<file path="config.mk">
export PLATFORM = sky130hd
export DESIGN_NAME = serializer_8b
export DESIGN_NICKNAME = d
export VERILOG_FILES = /design/src/rtl/serializer_8b_pkg.sv /design/src/rtl/serializer_8b_encoder.sv /design/src/rtl/serializer_8b.sv
export SDC_FILE = /design/constraint.sdc
export NUM_CORES = 1
export LEC_CHECK = 0
export CORE_ASPECT_RATIO = 1.1
export CORE_MARGIN = 5
export CORE_UTILIZATION = 57
export DETAILED_ROUTE_END_ITERATION = 16
export DONT_BUFFER_PORTS = 1
export PLACE_DENSITY = 0.84
export SETUP_SLACK_MARGIN = 0.3
export SLEW_MARGIN = 20
export SYNTH_ARGS = -nofsm -noshare
export SYNTH_HDL_FRONTEND = slang
export SYNTH_SLANG_ARGS = --single-unit
</file>
<file path="constraint.sdc">
create_clock -name clk -period 3.7 [get_ports clk]
set_input_delay 0.185 -clock clk [delete_from_list [all_inputs] [get_ports clk]]
set_output_delay 0.185 -clock clk [all_outputs]
set_load 0.03 [all_outputs]
</file>
<file path="src/rtl/serializer_8b_pkg.sv">
// rtl/serializer_8b_pkg.sv - shared constants for the 8b/10b serializer slice
// Contents:
//   MARKER_DEFAULT   raw 10-bit frame start/stop symbol
//   SYM_BITS_DEFAULT bits per transmitted symbol (only 10 is supported)
//   K_BIT            position of the control (K) flag in the encoder input word
package serializer_8b_pkg;

  localparam logic [9:0] MARKER_DEFAULT   = 10'h07E;
  localparam int         SYM_BITS_DEFAULT = 10;
  localparam int         K_BIT            = 8;

endpackage

</file>
<file path="src/rtl/serializer_8b_encoder.sv">
// rtl/serializer_8b_encoder.sv - combinational 8b/10b encoder
// Ports:
//   datain  [8:0] {K, HGF EDCBA}
//   dispin        running disparity in (0 = RD-, 1 = RD+)
//   dataout [9:0] {a b c d e i, f g h j}; bit 9 ('a') is sent first
//   dispout       running disparity after this symbol
module serializer_8b_encoder
  import serializer_8b_pkg::*;
(
  input  logic [8:0] datain,
  input  logic       dispin,
  output logic [9:0] dataout,
  output logic       dispout
);

  // RD- form of the 5b/6b code; the RD+ form is its complement where one exists
  function automatic logic [5:0] enc6(input logic [4:0] x);
    logic [5:0] r;
    case (x)
      5'd0:  r = 6'b100111;  5'd1:  r = 6'b011101;
      5'd2:  r = 6'b101101;  5'd3:  r = 6'b110001;
      5'd4:  r = 6'b110101;  5'd5:  r = 6'b101001;
      5'd6:  r = 6'b011001;  5'd7:  r = 6'b111000;
      5'd8:  r = 6'b111001;  5'd9:  r = 6'b100101;
      5'd10: r = 6'b010101;  5'd11: r = 6'b110100;
      5'd12: r = 6'b001101;  5'd13: r = 6'b101100;
      5'd14: r = 6'b011100;  5'd15: r = 6'b010111;
      5'd16: r = 6'b011011;  5'd17: r = 6'b100011;
      5'd18: r = 6'b010011;  5'd19: r = 6'b110010;
      5'd20: r = 6'b001011;  5'd21: r = 6'b101010;
      5'd22: r = 6'b011010;  5'd23: r = 6'b111010;
      5'd24: r = 6'b110011;  5'd25: r = 6'b100110;
      5'd26: r = 6'b010110;  5'd27: r = 6'b110110;
      5'd28: r = 6'b001110;  5'd29: r = 6'b101110;
      5'd30: r = 6'b011110;
      default: r = 6'b101011;
    endcase
    return r;
  endfunction

  // RD- form of the 3b/4b code; alt7 selects the A7 variant that avoids a run of five
  function automatic logic [3:0] enc4(input logic [2:0] y, input logic alt7);
    logic [3:0] r;
    case (y)
      3'd0: r = 4'b1011;
      3'd1: r = 4'b1001;
      3'd2: r = 4'b0101;
      3'd3: r = 4'b1100;
      3'd4: r = 4'b1101;
      3'd5: r = 4'b1010;
      3'd6: r = 4'b0110;
      default: r = alt7 ? 4'b0111 : 4'b1110;
    endcase
    return r;
  endfunction

  logic       k;
  logic       k28;
  logic [4:0] x;
  logic [2:0] y;
  logic [5:0] c6_neg;
  logic [5:0] c6;
  logic [3:0] c4_neg;
  logic [3:0] c4;
  logic       rd6;
  logic       a7;

  assign k   = datain[K_BIT];
  assign x   = datain[4:0];
  assign y   = datain[7:5];
  assign k28 = k && (x == 5'd28);

  always_comb begin
    c6_neg = k28 ? 6'b001111 : enc6(x);
    // unbalanced codes and the balanced-but-biased D.07 flip under RD+
    c6 = c6_neg;
    if (dispin && (($countones(c6_neg) != 3) || (!k && (x == 5'd7))))
      c6 = ~c6_neg;
    rd6 = ($countones(c6_neg) != 3) ? ~dispin : dispin;

    a7 = (y == 3'd7) &&
         (k || (!rd6 && (x == 5'd17 || x == 5'd18 || x == 5'd20)) ||
               ( rd6 && (x == 5'd11 || x == 5'd13 || x == 5'd14)));
    c4_neg = enc4(y, a7);
    c4 = c4_neg;
    if (($countones(c4_neg) != 2) || (y == 3'd3))
      c4 = rd6 ? ~c4_neg : c4_neg;
    else if (k28)
      // K.28 inverts its balanced fghj whenever the 6b part left RD-
      c4 = rd6 ? c4_neg : ~c4_neg;

    dispout = ($countones(c4_neg) != 2) ? ~rd6 : rd6;
    dataout = {c6, c4};
  end

endmodule

</file>
<file path="src/rtl/serializer_8b.sv">
// rtl/serializer_8b.sv - byte to 8b/10b serial stream with marker framing
// Ports:
//   clk       clock, rising edge
//   reset     asynchronous active-high reset
//   data_i    byte to transmit
//   valid_i   data_i/last_i valid
//   last_i    final byte of a frame
//   ready_o   holding register empty, byte accepted when valid_i && ready_o
//   serial_o  serial bit stream, MSB of each symbol first
//   st_flag   high for the whole symbol while MARKER is on serial_o
module serializer_8b
  import serializer_8b_pkg::*;
#(
  parameter logic [9:0] MARKER   = MARKER_DEFAULT,
  parameter int         SYM_BITS = SYM_BITS_DEFAULT
) (
  input  logic       clk,
  input  logic       reset,
  input  logic [7:0] data_i,
  input  logic       valid_i,
  input  logic       last_i,
  output logic       ready_o,
  output logic       serial_o,
  output logic       st_flag
);

  localparam logic [3:0] LAST_BIT = 4'(SYM_BITS - 1);

  logic [9:0] sh;
  logic [3:0] bit_cnt;
  logic [7:0] hold_data;
  logic       hold_last;
  logic       hold_full;
  logic       gap_pend;
  logic       rd;
  logic [9:0] enc_out;
  logic       enc_disp;
  logic       boundary;
  logic       load_data;

  serializer_8b_encoder u_encoder (
    .datain  ({1'b0, hold_data}),
    .dispin  (rd),
    .dataout (enc_out),
    .dispout (enc_disp)
  );

  assign serial_o  = sh[9];
  assign ready_o   = !hold_full;
  assign boundary  = (bit_cnt == LAST_BIT);
  // a byte that ended a frame forces one marker before the next held byte
  assign load_data = hold_full && !gap_pend;

  always_ff @(posedge clk or posedge reset) begin
    if (reset) begin
      sh        <= MARKER;
      bit_cnt   <= 4'd0;
      hold_data <= 8'd0;
      hold_last <= 1'b0;
      hold_full <= 1'b0;
      gap_pend  <= 1'b0;
      rd        <= 1'b0;
      st_flag   <= 1'b1;
    end else begin
      if (boundary) begin
        bit_cnt <= 4'd0;
        if (load_data) begin
          sh        <= enc_out;
          hold_full <= 1'b0;
          gap_pend  <= hold_last;
          rd        <= enc_disp;
          st_flag   <= 1'b0;
        end else begin
          sh       <= MARKER;
          gap_pend <= 1'b0;
          st_flag  <= 1'b1;
        end
      end else begin
        bit_cnt <= bit_cnt + 4'd1;
        sh      <= {sh[8:0], 1'b0};
      end
      // never coincides with the emptying load above: ready_o is low then
      if (valid_i && !hold_full) begin
        hold_data <= data_i;
        hold_last <= last_i;
        hold_full <= 1'b1;
      end
    end
  end

endmodule

</file>
==> flow_summary.yaml, run 1 <==
detailed_routing:
  route.detailed.wl_per_inst_um: 15.82
  drt_iter0_markers: 47
  drc: 0
  routed_wl_um: 4605
  drtPass1Iterations: 4
  vias: 1617
  detail-route-antenna-nets: 0
  via_per_inst: 5.557
grt:
  grt_pass1_wl_um: 7700
  grtUsageTotal: 0.2056
  grt_pass1_vias: 1692
  grt-ovfl-total: 0
  grt_max_degree: 28
  antenna_found_initial: 0
logic_synthesis:
  synth_top_cell_by_area: "dfrtp_1"
  ys.flop_type: "dfrtp_1"
  synthDistinctLibCells: 52
  synth_edf_count: 0
  ys_ff_latch: 27
  postSynth.asyncResetShare: 1.000
  ys_seq_area_frac: 0.3449
  ys_top_cells_by_area: "dfrtp_1 25%, ha_1 11%, dfstp_2 9.3%"
  netlist_instances: 198
  syn_avg_cell_area_um2: 10.02
  syn_nets: 229
  synth.top_cell.area_share: 0.2522
  yosysWarnings: 0
  syn_area_um2: 1984
sta:
  grt_setup_unrepaired: "true"
  drv_slew: 0
  hold_slack_ns: 0.3174
  skew_ns: 0.003070
  relSlewSlack: 0.3650
  setup_viol: 2
  finalHoldViolCount: 0
  worstMarginPinSlew_ns: 0.9505
  fin_crit_sh: 1.126
  layout_setup_ws_ns: -0.4674
  min_period_ns: 4.167
  fmax_mhz: 240.0
worst_setup_path:
  cp-start-kind: "flop"
  arrival_ns: 4.41
  crit_chain: "ha_4 -> buf_4 -> mux2_2 -> mux2i_1 -> o221a_2 -> ha_4 -> fa_1 -> ha_4 -> nand4bb_4 -> xor2_2 -> mux2i_1 -> nor2_1 -> nor2_1 -> ha_1 -> xor2_1 -> a21oi_2 -> xnor2_1 -> mux2_4"
  worstSetupPathType: "reg -> reg"
  critical_path.top_delay_family: "adder cells"
  cp_num_buf_inv: 1
  end_kind: "flop"
  slowest_delay_ns: 0.50
  worst_ep_required_time_ns: 3.95
  crit_fanout: 5
  path_common_cell: "ha_4"
  cp_slowest_cell: "dfrtp_2"
clocking:
  root_buffer: "clkbuf_4"
  cts_made_buffers: 3
  insertion_delay_ns: 0.34
  cts_buffer_depth: 2
  cts_tree: "done"
  clkSinkCount: 27
  path_clk_slew_ns: 0.16
  cts_max_level: 1
place:
  dp_hpwl_um: 3311
  port_buffers: 0
  place_congestion: 0.8716
floorplan:
  die_h_um: 71.89
  die_w_um: 66.26
  num_rows: 22
  initial_core_util: 0.5909
  ios: 15
  dieArea_um2: 4763
  core_area_um2: 3358
hold_path:
  worstHoldPathType: "in -> reg"
status:
  violations: "setup timing"
  status: "finished, violations left"
cells_and_area:
  drive_above_1_share: 0.3951
  final_core_util: 0.7612
  nFillCells: 227
  nNetsFinal: 275
  diodes: 0
  area_growth_pct: 28.81
power:
  p_leak_nw: 1.126
  ir_worst_vdd_uv: 654.2
  p_per_area_nw_per_um2: 1055
flow_run:
  cap_viol_max_count: 0
==> Yosys cell counts, drive strengths merged (3+ instances only) <==
master / number
dfrtp: 20
ha: 17
nand2: 17
nor2: 16
inv: 13
o21ai: 13
nor2b: 9
buf: 8
a21oi: 7
dfstp: 7
mux2: 7
nor3: 6
xnor2: 6
xor2: 6
a22o: 3
mux2i: 3
nand2b: 3
nand3: 3
or2b: 3
==> metal layers <==
metal / share of wire / up-vias / GRT usage
met5: 0 / - / 0
met4: 0.029 / 0 / 0.04740
li1: - / 782 / -
met2: 0.52 / 47 / 0.3903
met1: 0.41 / 774 / 0.2431
met3: 0.041 / 14 / 0.02194
==> metrics by stage <==
| stage | power [W] | cells | setup slack, ns | setup TNS, ns | instance area (um^2) |
|---|---|---|---|---|---|
| 6_report | 0.002697 | 291 | -0.4674 | -0.4823 | 2556 |
| 5_1_grt | 0.002900 | 291 | -0.6313 | -0.8026 | 2556 |
| 4_1_cts | 0.002455 | 287 | -0.4253 | -0.4253 | 2500 |
| 3_5_place_dp | 0.002223 | 264 | -0.5957 | -0.5957 | 2273 |
| 3_3_place_gp | 0.002131 | 264 | -0.3880 | -0.3880 | 2273 |
| 2_1_floorplan | 0.001839 | 198 | -0.3418 | -0.3418 | 2066 |
==> kinds of logic after synthesis <==
logic type      share of synthesized area
compound gates                     0.1702
simple gates                       0.1879
mux                               0.05674
flops                              0.3449
xor+xnor                          0.05675
fa+ha+maj                          0.1274
buf+inv                           0.05611
==> state kept, by name, summed over array words and instances (netlist names) <==
register	count
bit_cnt	4
gap_pend	1
hold_data	8
hold_full	1
hold_last	1
rd	1
sh	10
st_flag	1
==> worst register-to-register path: stages (launching register included) <==
cell and delay (ns):
dfrtp_2 0.50, ha_4 0.18, buf_4 0.13, mux2_2 0.25, mux2i_1 0.15, o221a_2 0.26, ha_4 0.14, fa_1 0.44
ha_4 0.30, nand4bb_4 0.12, xor2_2 0.19, mux2i_1 0.30, nor2_1 0.11, nor2_1 0.12, ha_1 0.26, xor2_1 0.17
a21oi_2 0.12, xnor2_1 0.08, mux2_4 0.25
==> cells in the final DEF, fill, tap and decap left out, types with 6 or more instances in the layout <==
| master | n |
|---|---|
| nor2_1 | 15 |
| buf_4 | 37 |
| nor2b_1 | 6 |
| dfstp_2 | 7 |
| inv_1 | 9 |
| xnor2_1 | 6 |
| nand2_1 | 17 |
| o21ai_0 | 10 |
| ha_1 | 8 |
| dfrtp_1 | 18 |
| dlygate4sd3_1 | 11 |
==> final cells by class <==
type | instances | area [um^2] | share of cell area
multi-input combinational | 148 | 1306 | 0.5110
timing repair buffer | 51 | 421.7 | 0.1650
tap | 48 | 60.06 | 0.02349
clock buffer | 3 | 22.52 | 0.008811
clock inverter | 1 | 7.507 | 0.002937
inverter | 13 | 51.30 | 0.02007
sequential | 27 | 686.9 | 0.2687
==> where the power goes <==
part           switching [W]  internal (W)  leakage, nW  total (W)
logic               0.000888       0.00122        0.794    0.00211
registers          0.0000833      0.000368        0.318   0.000452
clock network      0.0000977     0.0000415       0.0139   0.000139
total                0.00107       0.00163         1.13    0.00270
==> what timing repair did <==
item                                    in CTS  in global routing
pin swaps                                   13                  3
buffers inserted                             8                  4
hold buffers                                11                  0
endpoints found under the hold margin       30                  0
endpoints found under the setup margin       6                 11
cloned                                       0                  0
resized for setup                            8                  7
==> final timing paths <==
check                        startpoint      endpoint  slack [ns]  depth (start not counted)
min reg2reg                       sh[7]         sh[8]        0.51                          1
max                        hold_data[1]            rd       -0.47                         18
min in group asynchronous         reset         sh[7]        0.36                          2
max reg2reg                hold_data[1]            rd       -0.47                         18
max in group asynchronous         reset  hold_data[1]        2.87                          2
min                             valid_i  hold_data[0]        0.32                          3
(Power assumes the default switching activity.)
==> run 2: changes to the inputs <==
--- a/config.mk
+++ b/config.mk
@@ -11,8 +11,9 @@
 export DETAILED_ROUTE_END_ITERATION = 16
 export DONT_BUFFER_PORTS = 1
 export PLACE_DENSITY = 0.84
+export RECOVER_POWER = 25
 export SETUP_SLACK_MARGIN = 0.3
-export SLEW_MARGIN = 20
+export SLEW_MARGIN = 30
 export SYNTH_ARGS = -nofsm -noshare
 export SYNTH_HDL_FRONTEND = slang
 export SYNTH_SLANG_ARGS = --single-unit
==> run 2 against run 1 <==
Effect of this change: the flow still finishes with violations (setup timing); first-iteration DRC count rose by 45%; sequential share of layout area hardly changed; core utilization rose by 0.075 points; register-to-register slack barely moved; hold slack got worse by 0.071 ns; largest cell class unchanged; largest power group unchanged; highest routed layer unchanged.
==> flow_summary.yaml, run 2 (synthesized netlist as in run 1, its figures left out) <==
status:
  status: "finished, violations left"
  violations: "setup timing"
detailed_routing:
  vias: 1638
  routed_wl_um: 4684
  route.detailed.wl_per_inst_um: 16.10
  drtPass1Iterations: 4
  drc: 0
  drt_iter0_markers: 68
  detail-route-antenna-nets: 0
  via_per_inst: 5.629
worst_setup_path:
  slowest_delay_ns: 0.58
  rrSetupSlack_ns: -0.48
  arrival_ns: 4.42
  path_common_cell: "nor2_1"
  worstSetupPathType: "reg -> reg"
  cp-start-kind: "flop"
  end_kind: "flop"
  r2r-start: "hold_data[2]"
  worst_ep_required_time_ns: 3.94
  crit_chain: "buf_4 -> or2b_1 -> a32o_2 -> nand2_1 -> ha_2 -> fa_2 -> ha_4 -> nand4bb_4 -> xor2_2 -> mux2i_1 -> nor2_1 -> nor2_1 -> ha_1 -> xor2_1 -> a21oi_2 -> xnor2_1 -> mux2_4"
  critPathLaunch: "hold_data[2]"
  cp_slowest_cell: "dfrtp_1"
  crit_fanout: 10
cells_and_area:
  largestRegisters: "sh x10, hold_data x8, bit_cnt x4"
  top_register: "sh"
  nNetsFinal: 275
  instances_no_fill: 291
  area_growth_pct: 28.94
  final_common_cell: "buf_4"
  final_cell_mix: "37 x buf_4, 18 x dfrtp_1, 17 x nand2_1"
  nFillCells: 228
  largest_register_ffs: 10
  drive_above_1_share: 0.3992
  diodes: 0
clocking:
  cts_made_buffers: 3
  clkSinkCount: 27
  cts_buffer_depth: 2
  path_clk_slew_ns: 0.16
  cts_tree: "done"
  insertion_delay_ns: 0.34
  root_buffer: "clkbuf_4"
  cts_max_level: 1
sta:
  relSlewSlack: 0.3374
  fin_crit_sh: 1.129
  drv_slew: 0
  setup_viol: 2
  skew_ns: 0.007113
  finalHoldViolCount: 0
  min_period_ns: 4.178
  worstMarginPinSlew_ns: 0.9928
  fmax_mhz: 239.3
  grt_setup_unrepaired: "true"
  layout_setup_ws_ns: -0.4783
grt:
  grt_max_degree: 28
  grtUsageTotal: 0.2056
  grt_pass1_wl_um: 7700
  antenna_found_initial: 0
  grt_pass1_vias: 1692
  grt-ovfl-total: 0
floorplan:
  initial_core_util: 0.5909
  die_h_um: 71.89
  die_w_um: 66.26
  num_rows: 22
  dieArea_um2: 4763
  core_area_um2: 3358
  ios: 15
power:
  ir_worst_vdd_uv: 655.0
  p_total_w: 0.002699
  p_per_area_nw_per_um2: 1055
  p_leak_nw: 1.131
flow_run:
  cap_viol_max_count: 0
place:
  port_buffers: 0
  placed_cells: 264
  dp_hpwl_um: 3311
  place_congestion: 0.8716
hold_path:
  worstHoldPathType: "in -> reg"
  min_from: "valid_i"
## run 2: changes by cell type in the layout (fill, tap and decap cells not counted)
| cell | previous run | this run |
|---|---|---|
| clkinv_1 | 1 | 0 |
| inv_1 | 9 | 10 |
| nor2b_1 | 6 | 5 |
| nor2b_2 | 0 | 1 |
## run 2: power breakdown
part | internal [W] | switching (W) | leakage (nW)
clock | 0.0000415 | 0.0000973 | 0.0139
sequential | 0.000368 | 0.0000849 | 0.318
combinational | 0.00122 | 0.000889 | 0.799
## run 2: final cells by class
cell class | instances | area, um^2 | share of cell area
timing repair buffer | 51 | 421.7 | 0.1648
multi-input combinational | 148 | 1309 | 0.5115
clock inverter | 1 | 7.507 | 0.002934
tap | 48 | 60.06 | 0.02347
clock buffer | 3 | 22.52 | 0.008802
sequential | 27 | 686.9 | 0.2685
inverter | 13 | 51.30 | 0.02005
## run 2: what timing repair did
item	4_1_cts	5_1_grt
pin swaps	13	3
hold buffers	11	0
endpoints found under the hold margin	30	0
setup buffers	8	4
endpoints found under the setup margin	6	11
gates resized for setup	8	7
## run 2: stage by stage
| step | setup slack [ns] | area (um^2) | hold WS [ns] | utilization | TNS (ns) |
|---|---|---|---|---|---|
| 2_1_floorplan | -0.3418 | 2066 | 0.2325 | - | -0.3418 |
| 3_3_place_gp | -0.3880 | 2273 | 0.3075 | 0.6770 | -0.3880 |
| 3_5_place_dp | -0.5957 | 2273 | 0.3111 | 0.6770 | -0.5957 |
| 4_1_cts | -0.4253 | 2500 | 0.3235 | 0.7444 | -0.4253 |
| 5_1_grt | -0.6313 | 2559 | 0.2630 | 0.7619 | -0.8026 |
| 6_report | -0.4783 | 2559 | 0.2465 | 0.7619 | -0.4991 |
## run 2: metal layers
metal  global-route usage  wire length [um]  part of all wire
met5                    0                 0                 0
met4              0.04740               144             0.031
met2               0.3903              2403              0.51
met3              0.02194               215             0.046
met1               0.2431              1921              0.41
## run 2: worst paths after layout
check,endpoint,depth (start not counted)
worst max-delay path,rd,17
worst min-delay path,hold_data[6],3
worst max register to register,rd,17
worst min register to register,sh[8],1
max in group asynchronous,hold_data[1],2
min in group asynchronous,bit_cnt[3],2
## run 2: critical path, delay by kind of cell (launching register included)
family	cells	cell delay, ns
flops	1	0.58
xor+xnor	3	0.44
mux	2	0.55
simple gates	5	0.64
fa+ha+maj	4	1.23
buf+inv	1	0.23
compound gates	2	0.39
==> run 3: changes to the inputs <==
--- a/config.mk
+++ b/config.mk
@@ -13,6 +13,7 @@
 export PLACE_DENSITY = 0.84
 export RECOVER_POWER = 25
 export SETUP_SLACK_MARGIN = 0.3
+export SKIP_CTS_REPAIR_TIMING = 1
 export SLEW_MARGIN = 30
 export SYNTH_ARGS = -nofsm -noshare
 export SYNTH_HDL_FRONTEND = slang
==> constraint.sdc (replaced) <==
create_clock -name clk -period 3.7 [get_ports clk]
set_input_delay 0.555 -clock clk [delete_from_list [all_inputs] [get_ports clk]]
set_output_delay 0.555 -clock clk [all_outputs]
set_load 0.03 [all_outputs]
==> run 3 against run 2 <==
Effect of this change: the run still ends with setup timing left; non-clock buffer count down 16; highest routed layer unchanged; clock skew down 0.0034 ns; sequential share of layout area up 1.4 points; critical endpoint unchanged; sequential cell count unchanged; total power down 4.6%; count of clock-buffer cells in the layout unchanged; first-iteration DRC count up 10%; critical path depth up 2; setup slack worse by 0.033 ns; combinational power down 6%.
==> flow_summary.yaml, run 3 (synthesized netlist as in run 1, its figures left out) <==
status:
  status: "finished, violations left"
  violations: "setup timing"
sta:
  worstMarginPinSlew_ns: 0.9998
  grt_setup_unrepaired: "true"
  fmax_mhz: 237.4
  finalHoldViolCount: 0
  relSlewSlack: 0.3327
  layout_setup_ws_ns: -0.5117
  drv_slew: 0
  skew_ns: 0.003673
  min_period_ns: 4.212
  fin_crit_sh: 1.138
  setup_viol: 1
detailed_routing:
  routed_wl_um: 4326
  vias: 1544
  drc: 0
  route.detailed.wl_per_inst_um: 15.73
  detail-route-antenna-nets: 0
  drt-met1-wl_um: 1734
  dr_wl_met2_um: 2330
  wl_met3_um: 173
  via_per_inst: 5.615
  top_layer_used: "met4"
  drtPass1Iterations: 6
  drt_iter0_markers: 75
grt:
  grt_pass1_wl_um: 7120
  antenna_found_initial: 0
  grtUsageTotal: 0.1906
  grt_pass1_vias: 1575
  grt-ovfl-total: 0
  grt_max_degree: 28
cells_and_area:
  area_growth_pct: 22.38
  drive_above_1_share: 0.4229
  nNetsFinal: 259
  seqCellArea_um2: 686.9
  fin_area_um2: 2429
  instances_no_fill: 275
  largestRegisters: "sh x10, hold_data x8, bit_cnt x4"
  nFillCells: 254
  final_core_util: 0.7232
  largest_register_ffs: 10
  top_register: "sh"
  final_common_cell: "buf_4"
  final_cell_mix: "34 x buf_4, 18 x dfrtp_1, 17 x nand2_1"
  diodes: 0
  multi_input_area_um2: 1331
clocking:
  path_clk_slew_ns: 0.16
  cts_made_buffers: 3
  clkSinkCount: 27
  cts_buffer_depth: 2
  root_buffer: "clkbuf_4"
  cts_max_level: 1
  insertion_delay_ns: 0.33
  cts_tree: "done"
place:
  placed_cells: 264
  placed_area_um2: 2273
  pre_cts_ws_ns: -0.5957
  port_buffers: 0
  place_congestion: 0.8716
  dp_hpwl_um: 3311
power:
  ir_worst_vdd_uv: 599.2
  p_switching_w: 0.001047
  internal-power_w: 0.001527
  swShare: 0.4067
  seqPwrFrac: 0.177
  p_clk_frac: 0.053
  power.combinational.fraction: 0.769
  p_per_area_nw_per_um2: 1060
  p_leak_nw: 1.068
worst_setup_path:
  critPathLaunch: "hold_data[0]"
  worst_ep_required_time_ns: 3.94
  cp-start-kind: "flop"
  end_kind: "flop"
  cp_slowest_cell: "fa_1"
  crit_fanout: 6
  slowest_delay_ns: 0.50
  crit_chain: "inv_4 -> ha_4 -> mux2_2 -> o211ai_1 -> o31ai_2 -> buf_4 -> ha_4 -> fa_1 -> ha_4 -> nand4bb_4 -> xor2_2 -> mux2i_1 -> nor2_1 -> nor2_1 -> ha_1 -> xor2_2 -> a21oi_2 -> xnor2_1 -> mux2_4"
  path_common_cell: "ha_4"
  worstSetupPathType: "reg -> reg"
  r2r-start: "hold_data[0]"
  arrival_ns: 4.45
flow_run:
  cap_viol_max_count: 0
floorplan:
  die_h_um: 71.89
  initial_core_util: 0.5909
  dieArea_um2: 4763
  num_rows: 22
  ios: 15
  core_area_um2: 3358
  die_w_um: 66.26
hold_path:
  worstHoldPathType: "in -> async"
run 3: changes by cell type in the layout (fill, tap and decap cells not counted), moves of 2 or more:
cell           change
xnor2_2            +2
nor2b_4            -2
dlygate4sd3_1     -11
buf_4              -3
nor2b_2            +2
xnor2_1            -2
buf_6              -2
run 3: power groups by stage:
stage                     logic, W  registers, W  clock network, W
after global placement     0.00168      0.000449                 0
after global routing       0.00217      0.000464          0.000157
after floorplan            0.00142      0.000421                 0
final                      0.00198      0.000456          0.000137
after CTS                  0.00178      0.000448          0.000139
after detailed placement   0.00177      0.000454                 0
run 3: final cells by class:
class	count	share of cell area
Clock buffer	3	0.009274
Clock inverter	1	0.003091
Inverter	13	0.02215
Multi-Input combinational cell	148	0.5482
Sequential cell	27	0.2828
Tap cell	48	0.02473
Timing Repair Buffer	35	0.1097
run 3: through the flow:
stage,TNS (ns),total power [W],hold WS (ns)
2_1_floorplan,-0.3418,0.001839,0.4488
3_3_place_gp,-0.3880,0.002131,0.4554
3_5_place_dp,-0.5957,0.002223,0.4736
4_1_cts,-0.6827,0.002364,0.3289
5_1_grt,-0.8735,0.002787,0.3147
6_report,-0.5117,0.002574,0.3252
run 3: layer usage:
layer,global-route usage,vias up
met5,0,-
met4,0.04289,0
met3,0.02508,10
met2,0.3583,37
met1,0.2258,751
li1,-,746
run 3: worst paths after layout:
| path | depth (start not counted) | end | slack (ns) |
|---|---|---|---|
| min in group clk | 2 | hold_data[3] | 0.33 |
| max in group asynchronous | 1 | hold_data[1] | 2.71 |
| min reg2reg | 1 | sh[8] | 0.51 |
| max reg2reg | 19 | rd | -0.51 |
| max | 19 | rd | -0.51 |
| min | 1 | sh[7] | 0.33 |
run 3: critical path, delay by kind of cell (launching register included):
family,cells,cell delay (ns)
xor gates and xnor gates,3,0.42
and+or+nand+nor,3,0.36
muxes,3,0.79
DFF,1,0.49
buffers and inverters,2,0.25
adders and majority gates,5,1.38
AOI/OAI and AO/OA,3,0.45
